**src/rtl/amiga_reset_ctl.sv**
```systemverilog
// amiga_reset_ctl: A1000 reset controller.
// Drives the open-drain _RST/_HLT enables from power-on timing and, when
// AMIGA_RESET_KBD_RESET_EN is defined, from the keyboard "three-finger"
// reset (KCLK held low). With the macro undefined, only the power-on path
// exists and KCLK is ignored. It also flags a 68000 RESET instruction seen
// on the _RST net without touching the FSM.
//
// Handshake: none. All inputs are level signals; kbd_rst_req is a
// single-cycle strobe and carries no ready/acknowledge.
module amiga_reset_ctl #(
  parameter int unsigned CNT_W           = 24,
  parameter int unsigned POR_CYCLES      = 715909,
  parameter int unsigned KBD_LOW_CYCLES  = 715909,
  parameter int unsigned RST_HOLD_CYCLES = 1431818
) (
  input  logic       clk,
  input  logic       res_n,
  input  logic       kclk,
  input  logic       rst_in_n,
  output logic       rst_oe,
  output logic       hlt_oe,
  output logic       reset_active,
  output logic       kbd_rst_req,
  output logic       ext_rst,
  output logic [2:0] state
);

  typedef enum logic [2:0] {
    ST_POR     = 3'd0,
    ST_RUN     = 3'd1,
    ST_KBD_LOW = 3'd2,
    ST_KBD_RST = 3'd3,
    ST_HOLD    = 3'd4
  } state_e;

  localparam logic [CNT_W-1:0] CNT_ONE  = CNT_W'(1);
  localparam logic [CNT_W-1:0] POR_LAST = CNT_W'(POR_CYCLES - 1);

  state_e           state_q, state_d;
  logic [CNT_W-1:0] cnt_q, cnt_d;
  logic             assert_q, assert_d;
  logic             req_q, req_d;
  logic             ext_q, ext_d;
  logic [1:0]       guard_q, guard_d;
  logic             rst_meta, rst_s;

  // Two-stage synchroniser for the sensed _RST net.
  always_ff @(posedge clk or negedge res_n) begin
    if (!res_n) begin
      rst_meta <= 1'b1;
      rst_s    <= 1'b1;
    end else begin
      rst_meta <= rst_in_n;
      rst_s    <= rst_meta;
    end
  end

`ifdef AMIGA_RESET_KBD_RESET_EN
  localparam logic [CNT_W-1:0] KBD_LAST  = CNT_W'(KBD_LOW_CYCLES - 1);
  localparam logic [CNT_W-1:0] HOLD_LAST = CNT_W'(RST_HOLD_CYCLES - 1);

  logic kclk_meta, kclk_s;

  // Two-stage synchroniser for the keyboard clock line.
  always_ff @(posedge clk or negedge res_n) begin
    if (!res_n) begin
      kclk_meta <= 1'b1;
      kclk_s    <= 1'b1;
    end else begin
      kclk_meta <= kclk;
      kclk_s    <= kclk_meta;
    end
  end
`else
  // Keyboard path absent: KCLK and the keyboard timing parameters are unused.
  logic unused_kbd;
  assign unused_kbd = ^{kclk, KBD_LOW_CYCLES == 0, RST_HOLD_CYCLES == 0};
`endif

  // State, counter and registered outputs.
  always_ff @(posedge clk or negedge res_n) begin
    if (!res_n) begin
      state_q  <= ST_POR;
      cnt_q    <= '0;
      assert_q <= 1'b1;
      req_q    <= 1'b0;
      ext_q    <= 1'b0;
      guard_q  <= 2'd0;
    end else begin
      state_q  <= state_d;
      cnt_q    <= cnt_d;
      assert_q <= assert_d;
      req_q    <= req_d;
      ext_q    <= ext_d;
      guard_q  <= guard_d;
    end
  end

  // Next-state and counter logic; undecoded encodings fall back to POR.
  always_comb begin
    state_d = state_q;
    cnt_d   = cnt_q;
    req_d   = 1'b0;
    case (state_q)
      ST_POR: begin
        // KCLK is deliberately not looked at here: POR always completes.
        if (cnt_q == POR_LAST) begin
          cnt_d   = '0;
          state_d = ST_RUN;
        end else begin
          cnt_d = cnt_q + CNT_ONE;
        end
      end
      ST_RUN: begin
`ifdef AMIGA_RESET_KBD_RESET_EN
        if (!kclk_s) begin
          state_d = ST_KBD_LOW;
          cnt_d   = CNT_ONE;
        end
`endif
      end
`ifdef AMIGA_RESET_KBD_RESET_EN
      ST_KBD_LOW: begin
        // A KCLK release beats a coincident terminal count.
        if (kclk_s) begin
          state_d = ST_RUN;
          cnt_d   = '0;
        end else if (cnt_q == KBD_LAST) begin
          state_d = ST_KBD_RST;
          req_d   = 1'b1;
          cnt_d   = '0;
        end else begin
          cnt_d = cnt_q + CNT_ONE;
        end
      end
      ST_KBD_RST: begin
        if (kclk_s) begin
          state_d = ST_HOLD;
          cnt_d   = '0;
        end
      end
      ST_HOLD: begin
        // Any new KCLK low restarts the hold interval.
        if (!kclk_s) begin
          cnt_d = '0;
        end else if (cnt_q == HOLD_LAST) begin
          state_d = ST_RUN;
          cnt_d   = '0;
        end else begin
          cnt_d = cnt_q + CNT_ONE;
        end
      end
`endif
      default: begin
        state_d = ST_POR;
        cnt_d   = '0;
      end
    endcase
  end

  // Reset enables follow the next state so they switch with the transition.
  always_comb begin
    assert_d = (state_d == ST_POR) || (state_d == ST_KBD_RST) || (state_d == ST_HOLD);
  end

  // External reset sense, blanked for two cycles after our own release
  // while the synchronised _RST net catches up.
  always_comb begin
    ext_d = !rst_s && !assert_q && (guard_q == 2'd0);
    if (assert_q && !assert_d) begin
      guard_d = 2'd2;
    end else if (guard_q != 2'd0) begin
      guard_d = guard_q - 2'd1;
    end else begin
      guard_d = 2'd0;
    end
  end

  assign rst_oe       = assert_q;
  assign hlt_oe       = assert_q;
  assign reset_active = assert_q;
  assign kbd_rst_req  = req_q;
  assign ext_rst      = ext_q;
  assign state        = state_q;

endmodule

```
**config.mk**
```make
export PLATFORM = sky130hd
export DESIGN_NAME = amiga_reset_ctl
export DESIGN_NICKNAME = d
export VERILOG_FILES = /design/src/rtl/amiga_reset_ctl.sv
export SDC_FILE = /design/constraint.sdc
export NUM_CORES = 1
export LEC_CHECK = 0
export ABC_AREA = 1
export BUFFER_PORTS_ARGS = -buffer_cell sky130_fd_sc_hd__buf_2
export CORE_ASPECT_RATIO = 1.2
export CORE_MARGIN = 3
export CORE_UTILIZATION = 64
export DETAILED_ROUTE_END_ITERATION = 6
export GPL_TIMING_DRIVEN = 1
export PLACE_DENSITY = 0.82
export SLEW_MARGIN = 40
export SYNTH_ARGS = -nofsm -noshare
export SYNTH_HDL_FRONTEND = slang
export SYNTH_SLANG_ARGS = --single-unit
```
**constraint.sdc**
```tcl
create_clock -name clk -period 3.2 [get_ports clk]
set_clock_uncertainty 0.2 [all_clocks]
set_input_delay 0.64 -clock clk [delete_from_list [all_inputs] [get_ports clk]]
set_output_delay 0.64 -clock clk [all_outputs]
set_load 0.01 [all_outputs]
```
==> impl_metrics.json <==
{
  "status": "finished, final reports clean",
  "synth.top_cell.area_share_pct": 39.0,
  "synth_top_family_by_area": "simple AND/OR/NAND/NOR gates",
  "cts.repair.resized": 0,
  "power_leakage_nw": 0.980,
  "synth-main-ff-cell": "dfrtp_1",
  "cts_root_buf": "clkbuf_4",
  "synthTopCellsByArea": "dfrtp_1, nand2_1, nor2_1",
  "gp_congestion": 0.910,
  "rrSetupSlack_ns": 1.38,
  "syn_to_final_growth_pct": 8.39,
  "cts_buffer_depth": 2,
  "fin_setup_tns_ns": 0,
  "post_drt_wl_per_cell_um": 12.8,
  "diodes": 0,
  "clkTransAtPathRegs_ns": 0.12,
  "synthArstFlopShare_pct": 100,
  "grt_pass1_vias": 1697,
  "synth.area.mux_share_pct": 0,
  "finalMaxSlewViolations": 0,
  "grt_max_degree": 34,
  "die_x_um": 56.1,
  "fp.coreArea_um2": 2840,
  "cts_setup_buffers": 0,
  "ys_seq_elements": 33,
  "synthCells": 271,
  "max_freq_ghz": 0.523,
  "viasPerCell": 5.27,
  "cts_tree": "done",
  "rows": 21,
  "period_needed_ns": 1.91,
  "grt_pass1_wl_um": 7160,
  "firstDrtPassIters": 4,
  "cts_inserted_buffers": 5,
  "worstSetupPathType": "reg2out",
  "hp-class": "in2async",
  "antenna_found_initial": 0,
  "place_hpwl_um": 2910,
  "worst_pin_slew_ns": 0.738,
  "hold_buffers": 0,
  "critPathTopFamily": "flip-flops",
  "yosys.area_share.simple_pct": 39.7,
  "maxUsedRoutingLayer": "met4",
  "die_area_um2": 3700,
  "nets": 292,
  "synth.distinct_cells": 25,
  "setup_viol": 0,
  "clk-insertion-delay-late_ns": 0.36,
  "synth_compound_area_share_pct": 4.29,
  "grt.overflow.total": 0,
  "dr_wl_met3_um": 205,
  "drv_cap": 0,
  "rsz0062_at_grt": "false",
  "fp.dieH_um": 66.1,
  "drive_gt1_share_pct": 12.5,
  "critical_path.slowest_cell": "dfstp_2",
  "io_buffer_count": 9,
  "ant_nets": 0,
  "ir_drop_mv": 0.324,
  "cp.buffers_inverters": 1,
  "drtIter0Drc": 101,
  "path_max_fanout": 5,
  "fin_ws_ns": 1.29,
  "num_io_pins": 12,
  "yosysSeqAreaShare_pct": 43.1,
  "vias": 1692,
  "place_ws_ns": 1.41,
  "slowest_delay_ns": 0.58,
  "track_usage_pct": 25.1,
  "cp.arrival_ns": 1.07,
  "synth_fa_ha_area_share_pct": 1.30,
  "drcViolationCount": 0,
  "cts_num_sinks": 33,
  "yosys.area.top_type": "dfrtp_1",
  "finalHoldViolations": 0,
  "yosysMostFrequentCell": "nand2_1",
  "max_slew_margin_pct": 50.8,
  "synth_area_um2": 1920,
  "synth_edf_count": 0,
  "power.density_nw_per_um2": 372,
  "cp.depth": 1,
  "cp-start-kind": "flip-flop",
  "fin_crit_sh_pct": 59.8,
  "m1WireLength_um": 1770,
  "worstPathRequired_ns": 2.36,
  "yosys-top-cells-count": "nand2_1, nor2_1, dfrtp_1",
  "r2r_cells": 9,
  "syn_avg_cell_area_um2": 7.10,
  "h-tree-depth": 2,
  "synth_xor_xnor_area_share_pct": 3.64,
  "cp_cell_sequence": "buf_2",
  "start_util_pct": 67.8,
  "yosysWarnings": 0,
  "end_kind": "output port",
  "routed_wl_um": 4120,
  "met2_length_um": 2060
}
-- final cells by class --
| class | instances | area, um2 |
|---|---|---|
| clock buffer | 5 | 37.5 |
| clock inverter | 3 | 46.3 |
| fill | 232 | 752 |
| inverter | 31 | 116 |
| multi-input combinational | 204 | 953 |
| sequential | 33 | 830 |
| tap | 34 | 42.5 |
| timing repair buffer | 11 | 60.1 |
-- cells by family after synthesis --
group           after synthesis
simple gates                176
compound gates               15
xor+xnor                      8
flops                        33
other cells                   1
buf+inv                      36
fa+ha+maj                     2
-- stage by stage --
step / hold slack (ns) / total power, mW / instances / util [%] / cell area (um2)
final: 0.122 / 0.776 / 321 / 73.5 / 2090
after floorplan: 0.144 / 0.443 / 273 / - / 1930
after global placement: 0.147 / 0.456 / 313 / 70.5 / 2000
after detailed placement: 0.151 / 0.456 / 313 / 70.5 / 2000
after CTS: 0.139 / 0.776 / 321 / 73.5 / 2090
after global routing: 0.152 / 0.795 / 321 / 73.5 / 2090
-- worst paths after layout --
| kind | start | endpoint |
|---|---|---|
| setup / recovery | hlt_oe$_DFF_PN1_ | reset_active |
| hold / removal | res_n | cnt_q[10]$_DFFE_PN0P_ |
| setup reg to reg | cnt_q[0]$_DFFE_PN0P_ | cnt_q[10]$_DFFE_PN0P_ |
| hold reg to reg | rst_meta$_DFF_PN1_ | rst_s$_DFF_PN1_ |
| max in group asynchronous | res_n | cnt_q[4]$_DFFE_PN0P_ |
| min in group clk | rst_in_n | rst_meta$_DFF_PN1_ |
-- metal layers --
metal	global-route usage, %	vias up
met5	0	-
met4	13.6	0
met3	6.05	10
met2	43.1	40
met1	28.6	770
li1	-	872
-- placed cells by master (no fill, tap or decap) --
master / Yosys / routed
and2_1: 2 / 2
buf_2: 2 / 9
buf_4: 3 / 2
bufinv_16: 0 / 1
clkbuf_4: 0 / 5
clkinv_4: 0 / 1
clkinvlp_4: 0 / 1
conb_1: 1 / 3
dfrtp_1: 30 / 30
dfstp_2: 3 / 3
ha_1: 2 / 2
inv_1: 29 / 29
inv_2: 2 / 2
nand2_1: 98 / 98
nand2_2: 3 / 3
nand3_1: 19 / 19
nand3_2: 3 / 3
nand3b_1: 2 / 2
nand4_1: 5 / 5
nor2_1: 36 / 36
nor2_2: 4 / 4
nor2_4: 2 / 2
nor3_1: 1 / 1
nor4_1: 1 / 1
o21ai_0: 8 / 8
o21ai_1: 2 / 2
o21bai_1: 1 / 1
o22ai_1: 4 / 4
xor2_1: 8 / 8
-- state kept, by name, indices dropped and copies added, names as in the netlist --
register and cells:
guard_q 2, rst_meta 1, state 3, ext_rst 1, rst_s 1, hlt_oe 1, cnt_q 24
-- power by group --
part	switching [mW]	leakage (nW)	internal [mW]	total, mW
Combinational	0.0186	0.494	0.00546	0.0241
Sequential	0.00243	0.445	0.422	0.424
Clock	0.162	0.0414	0.165	0.328
Total	0.183	0.980	0.592	0.776
(Power assumes the default switching activity.)
